<file path="src/rtl/vend_credit_fsm.sv">
`default_nettype none
// ============================================================================
//  Module      : vend_credit_fsm
//  Description : Coin accumulation and vend control for the vending machine.
//                Tracks credit against a fixed price. Issues the dispense
//                strobe and the change-return handshake. Drives the
//                credit-display register bank: a load with enable captures
//                data, and a load without enable blanks the display.
//  Revision    : 1.0  initial release
// ============================================================================
module vend_credit_fsm #(
    parameter int PRICE    = 15,
    parameter int CREDIT_W = 5
) (
    input  logic                Clk,
    input  logic                Clear_n,
    input  logic                coin5,
    input  logic                coin10,
    input  logic                cancel,
    input  logic                change_ack,
    output logic [CREDIT_W-1:0] credit,
    output logic                dispense,
    output logic [CREDIT_W-1:0] change,
    output logic                change_valid,
    output logic                reject,
    output logic [CREDIT_W-1:0] reg_data,
    output logic                reg_load,
    output logic                reg_en
);

    localparam logic [1:0] S_IDLE     = 2'd0;
    localparam logic [1:0] S_ACCUM    = 2'd1;
    localparam logic [1:0] S_DISPENSE = 2'd2;
    localparam logic [1:0] S_CHANGE   = 2'd3;

    localparam logic [CREDIT_W-1:0] PRICE_C = CREDIT_W'(PRICE);
    localparam logic [CREDIT_W-1:0] VAL5_C  = CREDIT_W'(5);
    localparam logic [CREDIT_W-1:0] VAL10_C = CREDIT_W'(10);

    logic [1:0]          state;
    logic [1:0]          state_nxt;

    logic [CREDIT_W-1:0] credit_nxt;
    logic [CREDIT_W-1:0] change_nxt;
    logic [CREDIT_W-1:0] reg_data_nxt;
    logic                dispense_nxt;
    logic                change_valid_nxt;
    logic                reject_nxt;
    logic                reg_load_nxt;
    logic                reg_en_nxt;

    // A coin counts only when exactly one coin line is high. Both lines high
    // is a refused coin, never a 15-unit deposit.
    logic                coin_valid;
    logic                coin_any;
    logic [CREDIT_W-1:0] coin_value;
    logic [CREDIT_W-1:0] credit_sum;
    logic [CREDIT_W-1:0] overpay;

    assign coin_valid = coin5 ^ coin10;
    assign coin_any   = coin5 | coin10;
    assign coin_value = coin5 ? VAL5_C : VAL10_C;
    assign credit_sum = credit + coin_value;
    assign overpay    = credit - PRICE_C;

    // State and registered outputs; reset clears everything without a blank strobe
    always_ff @(posedge Clk) begin
        if (!Clear_n) begin
            state        <= S_IDLE;
            credit       <= '0;
            change       <= '0;
            reg_data     <= '0;
            dispense     <= 1'b0;
            change_valid <= 1'b0;
            reject       <= 1'b0;
            reg_load     <= 1'b0;
            reg_en       <= 1'b0;
        end else begin
            state        <= state_nxt;
            credit       <= credit_nxt;
            change       <= change_nxt;
            reg_data     <= reg_data_nxt;
            dispense     <= dispense_nxt;
            change_valid <= change_valid_nxt;
            reject       <= reject_nxt;
            reg_load     <= reg_load_nxt;
            reg_en       <= reg_en_nxt;
        end
    end

    // Next-state selection; cancel takes priority over a coin in ACCUM
    always_comb begin
        state_nxt = state;
        case (state)
            S_IDLE: begin
                if (coin_valid) begin
                    state_nxt = (coin_value >= PRICE_C) ? S_DISPENSE : S_ACCUM;
                end
            end
            S_ACCUM: begin
                if (cancel) begin
                    state_nxt = S_CHANGE;
                end else if (coin_valid && (credit_sum >= PRICE_C)) begin
                    state_nxt = S_DISPENSE;
                end
            end
            S_DISPENSE: begin
                state_nxt = (credit > PRICE_C) ? S_CHANGE : S_IDLE;
            end
            S_CHANGE: begin
                if (change_ack) begin
                    state_nxt = S_IDLE;
                end
            end
            default: state_nxt = S_IDLE;
        endcase
    end

    // Next values of the registered outputs, derived from state and transition
    always_comb begin
        credit_nxt       = credit;
        change_nxt       = change;
        reg_data_nxt     = reg_data;
        reject_nxt       = 1'b0;
        reg_load_nxt     = 1'b0;
        reg_en_nxt       = 1'b0;
        dispense_nxt     = (state_nxt == S_DISPENSE);
        change_valid_nxt = (state_nxt == S_CHANGE);
        case (state)
            S_IDLE: begin
                if (coin_valid) begin
                    credit_nxt   = coin_value;
                    reg_data_nxt = coin_value;
                    reg_load_nxt = 1'b1;
                    reg_en_nxt   = 1'b1;
                end else if (coin_any) begin
                    reject_nxt = 1'b1;
                end
            end
            S_ACCUM: begin
                if (cancel) begin
                    // Refund the whole credit; any coin arriving alongside is refused
                    change_nxt = credit;
                    reject_nxt = coin_any;
                end else if (coin_valid) begin
                    credit_nxt   = credit_sum;
                    reg_data_nxt = credit_sum;
                    reg_load_nxt = 1'b1;
                    reg_en_nxt   = 1'b1;
                end else if (coin_any) begin
                    reject_nxt = 1'b1;
                end
            end
            S_DISPENSE: begin
                reject_nxt = coin_any;
                if (credit > PRICE_C) begin
                    change_nxt = overpay;
                end else begin
                    credit_nxt   = '0;
                    change_nxt   = '0;
                    reg_data_nxt = '0;
                    reg_load_nxt = 1'b1;
                end
            end
            S_CHANGE: begin
                reject_nxt = coin_any;
                if (change_ack) begin
                    credit_nxt   = '0;
                    change_nxt   = '0;
                    reg_data_nxt = '0;
                    reg_load_nxt = 1'b1;
                end
            end
            default: begin
                credit_nxt = '0;
                change_nxt = '0;
            end
        endcase
    end

endmodule
`default_nettype wire
</file>
<file path="config.mk">
export PLATFORM = sky130hd
export DESIGN_NAME = vend_credit_fsm
export DESIGN_NICKNAME = d
export VERILOG_FILES = /design/src/rtl/vend_credit_fsm.sv
export SDC_FILE = /design/constraint.sdc
export NUM_CORES = 1
export LEC_CHECK = 0
export CAP_MARGIN = 25
export CELL_PAD_IN_SITES_DETAIL_PLACEMENT = 0
export CELL_PAD_IN_SITES_GLOBAL_PLACEMENT = 1
export CORE_MARGIN = 3
export CORE_UTILIZATION = 36
export DETAILED_ROUTE_END_ITERATION = 7
export GPL_ROUTABILITY_DRIVEN = 0
export PLACE_DENSITY_LB_ADDON = 0.08
export RECOVER_POWER = 25
export SETUP_SLACK_MARGIN = 0.1
export SYNTH_ARGS = -nofsm -noshare
export SYNTH_HDL_FRONTEND = slang
export SYNTH_SLANG_ARGS = --single-unit
</file>
<file path="constraint.sdc">
create_clock -name Clk -period 2.1 [get_ports Clk]
set_input_delay 0.42 -clock Clk [delete_from_list [all_inputs] [get_ports Clk]]
set_output_delay 0.42 -clock Clk [all_outputs]
set_load 0.02 [all_outputs]
</file>
* Word-level counts from Yosys, hierarchy flattened
Index checks and enable logic that the tools add are counted.
** Storage, ports and cells
- Register bits :: 17
- Input bits :: 6
- Output and inout bits :: 20
- Logic and storage cells :: 59
** Operators by class
- Add/sub/neg operators :: 2
- $lt $le $gt $ge :: 3
- Eq/ne operators :: 11
- Muxes and demuxes :: 27
- Bitwise operators :: 2
- Reduce and logical (&&, ||, !) cells :: 6
** Operators with widths (number)
- $mux W5 :: 7
- $pmux W5 S4 :: 1
- $pmux W5 S3 :: 1
- $mux W2 :: 6
- $ne A2 B2 Y1 const B :: 6
- $eq A2 B2 Y1 const B :: 4
- $pmux W2 S4 :: 1
- $mux W1 :: 7
- $add A5 B4 Y5 :: 1
- $ge A5 B4 Y1 const B :: 1
- $gt A5 B4 Y1 const B :: 1
- $reduce_and A5 Y1 :: 1
- $sub A5 B4 Y5 const B :: 1
- $ge A4 B4 Y1 const B :: 1
- $mux W4 :: 1
- $pmux W1 S4 :: 1
- $pmux W1 S3 :: 1
- $reduce_and A3 Y1 :: 1
- $reduce_bool A3 Y1 :: 1
- $eq A2 B1 Y1 const B :: 1
- $logic_not A2 Y1 :: 1
- $pmux W1 S2 :: 1
- $reduce_or A2 Y1 :: 1
- $logic_and A1 B1 Y1 :: 1
- 2 further kinds :: 2

* Logic depth before layout (Yosys ltp)
Gate-level depths: netlist of the first run.
- Word-level depth :: 8
- Mapped depth :: 8
- Gate-level depth less buffers :: 8

* Worst setup path before layout of the first run
No wires, ideal clock.
- Path kind :: register to register
- Start point :: reg reg_data[0] (netlist name)
- End point :: reg state[1]
- Library setup time :: 0.116 ns
- Arrival time :: 2.013 ns
- Required time :: 1.984 ns
- Setup slack :: -0.029 ns
- Cell stages (with the launch flop) :: 9
- Buffers on the path :: 0
- Period minus slack after synthesis :: 2.129 ns
- Cells stage by stage :: dfxtp_1 > ha_1 > inv_1 > fa_1 > nand2b_1 > a21oi_1 > xnor2_1 > a41o_1 > a41o_1
** RTL lines
- end signal: assignment :: line 79 : state <= state_nxt;
- end: declaration :: line 40 : logic [1:0] state;

==> reports/metrics.cfg, run 1 <==
[worst_setup_path]
arrival_ns = 2.12
cp_max_fo = 7
startpoint = reg_data[0]$_SDFFE_PN0P_
crit_path_start_kind = flip-flop
endpoint = reg_data[3]$_SDFFE_PN0P_
r2r_slack_ns = 0.19
cp.required_ns = 2.31
end_kind = flip-flop
worstReg2RegStart = reg_data[0]$_SDFFE_PN0P_
criticalPathCategory = flip-flop to flip-flop
r2r_end = reg_data[3]$_SDFFE_PN0P_
reg2regPathDepth = 8

[placed_design]
placed_cells = 184
postPlaceCellArea_um2 = 1405
portBuffers = 25
hpwlAfterDp_mm = 1.967
pre_cts_ws_ns = -0.4272

[layout]
layout-drive-gt1-share_pct = 19.11
n_antenna_cell = 0
layout_common_cells = clkdlybuf4s50_1, dfxtp_1, nand2_1, buf_4, o21ai_0
nets = 173
layout_commonest_cell = clkdlybuf4s50_1
stdcell_area_um2 = 1456
fin_cells = 188
syn_to_final_growth_pct = 36.30

[yosys]
ys.flop_type = dfxtp_1
synth-warning-count = 0
synth_edf_count = 0
ys_async_sr_fraction_pct = 0
synthCells = 123
ys_types = 41
ys_seq_elements = 17
seq_area_frac_synth_pct = 31.85
synth_fp_nets = 138
netlist_area_um2 = 1069
postSynthAreaPerCell_um2 = 8.687

[global_routing]
grt_pass1_wl_mm = 4.436
grt_max_degree = 13
grt_pass1_vias = 997
antenna_found_initial = 0
grt_usage_pct = 16.22
grt_overflow = 0

[power_and_ir_drop]
p_leak_nw = 0.6679
combinationalPowerShare_pct = 43.9
p_int_mw = 0.6584
powerDensity_nw_per_um2 = 713.8
p_sw_mw = 0.3811
irDropWorstVdd_mv = 0.4778
pwr-share-seq_pct = 38.0
swShare_pct = 36.66
clock_power_share_pct = 18.1

[floorplan]
start_util_pct = 38.42
die_h_um = 60.48
die_w_um = 60.48
pin_count = 26
dieArea_um2 = 3658
core_area_um2 = 2781
placementRows = 19

[sta]
finalMaxSlewViolations = 0
worst_pin_slew_ns = 0.5194
finClkSkew_ns = 0.001743
finalCritPeriodShare_pct = 90.90
rsz0062_at_grt = no
fin_crit_ns = 1.909
finalWorstSetupSlack_ns = 0.1910
maxSlewHeadroom_pct = 65.01
max_freq_mhz = 523.8
setup_viol = 0
hold_viol_final = 0

[run_status]
status = complete, no violations

[clock_tree]
clkLatencyLatePin_ns = 0.30
cts-buffers-inserted = 3
clock-sinks = 17
h-tree-depth = 1
clock_path_buffers = 2
holdBufCountCts = 0
root_buffer = clkbuf_4
tritoncts = yes
clkTransAtPathRegs_ns = 0.10

[drt]
vias = 994
totalWireLength_mm = 2.561
wl_per_cell_um = 13.62
drc = 0
ant_nets = 0
viasPerCell = 5.287
drtPass1Iterations = 4
drt-initial-drc-count = 23

[hold_path]
hold_depth = 1
hold_path_class = flip-flop to flip-flop

[run]
maxCapViolCount = 0

Yosys cell counts, types with 3 or more instances:
cell | count | area [um2]
dfxtp_1 | 17 | 340.3
nand2_1 | 14 | 52.55
ha_1 | 8 | 100.1
inv_1 | 8 | 30.03
o21ai_0 | 8 | 40.04
a21oi_1 | 7 | 35.03
buf_4 | 6 | 45.04
and3_1 | 5 | 31.28
nor2_1 | 4 | 15.01
nor2b_1 | 4 | 25.02
nand2b_1 | 3 | 18.77
o211a_1 | 3 | 30.03
xnor2_1 | 3 | 26.28
per-layer routing:
metal	part of all wire (%)	global-route usage [%]
met2	46	24.69
met1	47	20.88
met5	0	0
met4	3.9	10.53
met3	3.8	3.191
cell families after synthesis:
kind of cell / Yosys count / synth area share [%]
and+or+nand+nor: 39 / 19.44
AOI/OAI and AO/OA: 35 / 24.36
buffers and inverters: 18 / 8.663
DFF: 17 / 31.85
adders and majority gates: 9 / 11.24
xor gates and xnor gates: 3 / 2.459
muxes: 2 / 1.991
worst max-delay path: stages, from the launching register on:
cell      delay, ns
dfxtp_4        0.38
ha_1           0.22
and3_1         0.19
ha_1           0.20
nor2_4         0.12
o211a_4        0.21
o21bai_4       0.10
and2_4         0.19
a31o_1         0.20
power groups by stage:
stage	Combinational, mW	Sequential, mW	Clock (mW)
after CTS	0.455	0.396	0.192
after floorplan	0.233	0.440	0
after detailed placement	0.445	0.403	0
after global routing	0.507	0.403	0.200
final	0.456	0.395	0.188
after global placement	0.444	0.403	0
worst min path at each step:
stage | end | startpoint | slack (ns)
5_1_grt | change[0]$_SDFFE_PN0P_ | change[0]$_SDFFE_PN0P_ | 0.55
4_1_cts | change[0]$_SDFFE_PN0P_ | change[0]$_SDFFE_PN0P_ | 0.52
2_1_floorplan | state[0]$_SDFF_PN0_ | state[0]$_SDFF_PN0_ | 0.58
3_3_place_gp | change[0]$_SDFFE_PN0P_ | change[0]$_SDFFE_PN0P_ | 0.48
3_5_place_dp | change[0]$_SDFFE_PN0P_ | change[0]$_SDFFE_PN0P_ | 0.49
6_report | change[0]$_SDFFE_PN0P_ | change[0]$_SDFFE_PN0P_ | 0.51
flip-flops by register name, indices dropped and copies added, names as in the netlist:
| signal | cells |
|---|---|
| change | 5 |
| reg_load | 1 |
| dispense | 1 |
| change_valid | 1 |
| reg_data | 5 |
| reg_en | 1 |
| reject | 1 |
| state | 2 |
area by class of cell:
cell class                      count  area (um2)
Clock buffer                        4       26.28
Fill cell                         267        1325
Inverter                            9       33.78
Multi-Input combinational cell     88       659.4
Sequential cell                    17       344.1
Tap cell                           31       38.79
Timing Repair Buffer               39       354.1
what timing repair did:
item / 4_1_cts / 5_1_grt
pin swaps: 4 / 1
hold endpoints to repair: 0 / 0
endpoints found under the setup margin: 6 / 1
setup buffers: 0 / 0
resized for setup: 6 / 2
per-stage QoR:
| step | power (mW) | TNS, ns | hold slack [ns] | utilization (%) |
|---|---|---|---|---|
| after floorplan | 0.6726 | 0 | 0.5822 | - |
| after global placement | 0.8473 | -2.035 | 0.4828 | 50.52 |
| after detailed placement | 0.8485 | -2.401 | 0.4950 | 50.52 |
| after CTS | 1.044 | 0 | 0.5209 | 52.00 |
| after global routing | 1.110 | 0 | 0.5535 | 52.36 |
| final | 1.040 | 0 | 0.5136 | 52.36 |
Note: power is estimated with default switching activity, not from simulation.
==> run 2, diff against run 1 <==
--- a/config.mk
+++ b/config.mk
@@ -12,7 +12,7 @@
 export CORE_UTILIZATION = 36
 export DETAILED_ROUTE_END_ITERATION = 7
 export GPL_ROUTABILITY_DRIVEN = 0
-export PLACE_DENSITY_LB_ADDON = 0.08
+export PLACE_DENSITY = 0.85
 export RECOVER_POWER = 25
 export SETUP_SLACK_MARGIN = 0.1
 export SYNTH_ARGS = -nofsm -noshare
==> reports/metrics.cfg, run 2 (same netlist as run 1, synthesis figures left out) <==
[sta]
worst_pin_slew_ns = 0.5206
max_freq_mhz = 527.2
hold_viol_final = 0
fin_crit_ns = 1.897
rsz0062_at_grt = no
finalMaxSlewViolations = 0
maxSlewHeadroom_pct = 65.18
finClkSkew_ns = 0.007058
setup_viol = 0
finalCritPeriodShare_pct = 90.32

[clock_tree]
clock_path_buffers = 2
h-tree-depth = 1
clkTransAtPathRegs_ns = 0.11
clkLatencyLatePin_ns = 0.29
tritoncts = yes
root_buffer = clkbuf_4
clock-sinks = 17
cts-buffers-inserted = 3

[layout]
syn_to_final_growth_pct = 37.82
stdcell_area_um2 = 1473
layout_common_cells = clkdlybuf4s50_1, dfxtp_1, nand2_1, buf_4
layout-drive-gt1-share_pct = 20.25
n_antenna_cell = 0
reg_top3 = change: 5 flops, reg_data: 5 flops, state: 2 flops
layout_commonest_cell = clkdlybuf4s50_1
nets = 174

[hold_path]
hold_depth = 1
hold_end = change[0]$_SDFFE_PN0P_
min_from = change[0]$_SDFFE_PN0P_
hold_path_class = flip-flop to flip-flop

[power_and_ir_drop]
p_total_mw = 1.035
p_leak_nw = 0.6826
powerDensity_nw_per_um2 = 703.0
irDropWorstVdd_mv = 0.4989

[placed_design]
hpwlAfterDp_mm = 1.869
portBuffers = 25
postPlaceCellArea_um2 = 1390

[worst_setup_path]
r2r_slack_ns = 0.21
crit_path_start_kind = primary input
reg2regPathDepth = 8
end_kind = flip-flop
cp_max_fo = 5
worstReg2RegStart = reg_data[0]$_SDFFE_PN0P_
criticalPathCategory = primary input to flip-flop
cp.required_ns = 2.29
arrival_ns = 2.09
r2r_end = state[1]$_SDFF_PN0_

[drt]
drt-initial-drc-count = 27
totalWireLength_mm = 2.584
drc = 0
viasPerCell = 5.354
vias = 1012
drtPass1Iterations = 4
wl_per_cell_um = 13.67
ant_nets = 0

[global_routing]
grt_overflow = 0
grt_max_degree = 16
grt_usage_pct = 15.74
grt_pass1_wl_mm = 4.298
grt_pass1_vias = 941
antenna_found_initial = 0

[floorplan]
die_h_um = 60.48
pin_count = 26
die_w_um = 60.48
core_area_um2 = 2781
dieArea_um2 = 3658
start_util_pct = 38.42
placementRows = 19

[run_status]
status = complete, no violations

[run]
maxCapViolCount = 0

==> run 2: how the worst max path moves through the flow <==
stage                                         from                  endpoint  slack [ns]  cells after the start
after global routing                        coin10  reg_data[4]$_SDFFE_PN0P_        0.09                      9
after global placement                       coin5       state[1]$_SDFF_PN0_       -0.35                      9
final                                        coin5       state[1]$_SDFF_PN0_        0.20                      9
after CTS                 reg_data[0]$_SDFFE_PN0P_       state[1]$_SDFF_PN0_        0.10                      8
after detailed placement                     coin5       state[1]$_SDFF_PN0_       -0.45                      9
after floorplan           reg_data[1]$_SDFFE_PN0P_       state[1]$_SDFF_PN0_        0.10                      7
==> run 2: where the power goes <==
| part | total [mW] | internal, mW | switching, mW |
|---|---|---|---|
| clock network | 0.182 | 0.0738 | 0.108 |
| registers | 0.400 | 0.362 | 0.0382 |
| logic | 0.453 | 0.223 | 0.229 |
| total | 1.04 | 0.659 | 0.376 |
==> run 2: metal layers <==
metal	up-vias	part of all wire, %	global-route usage [%]
li1	508	-	-
met1	474	45	20.91
met2	26	49	25.93
met3	4	4.5	1.915
met4	0	1.3	6.502
met5	-	0	0
==> run 2: critical path: stages <==
cell and delay, ns:
clkdlybuf4s15_1 0.25, buf_6 0.15, inv_2 0.06, ha_1 0.28, a21o_1 0.17, a21oi_2 0.15
xnor2_1 0.10, a41o_1 0.27, a41o_1 0.24
==> run 2: cell type report <==
type                            instances  area, um2
Clock buffer                            4      26.28
Timing Repair Buffer                   40      366.6
Tap cell                               31      38.79
Inverter                                9      33.78
Sequential cell                        17      345.3
Fill cell                             256       1309
Multi-Input combinational cell         88      661.9
==> run 2: per-stage QoR <==
stage	utilization, %	instances	hold WS [ns]	setup TNS [ns]	worst slack [ns]
5_1_grt	52.95	189	0.5688	0	0.08984
2_1_floorplan	-	123	0.5822	0	0.1029
3_5_place_dp	49.98	182	0.4984	-2.483	-0.4506
6_report	52.95	189	0.5348	0	0.2033
4_1_cts	51.46	186	0.5336	0	0.1002
3_3_place_gp	49.98	182	0.4842	-1.933	-0.3506
==> run 2: timing repair <==
item / 4_1_cts / 5_1_grt
cloned: 0 / 0
resized for setup: 5 / 6
buffers inserted: 0 / 3
pin swaps: 2 / 1
hold buffers: 0 / 0
endpoints found under the setup margin: 8 / 3
hold endpoints to repair: 0 / 0
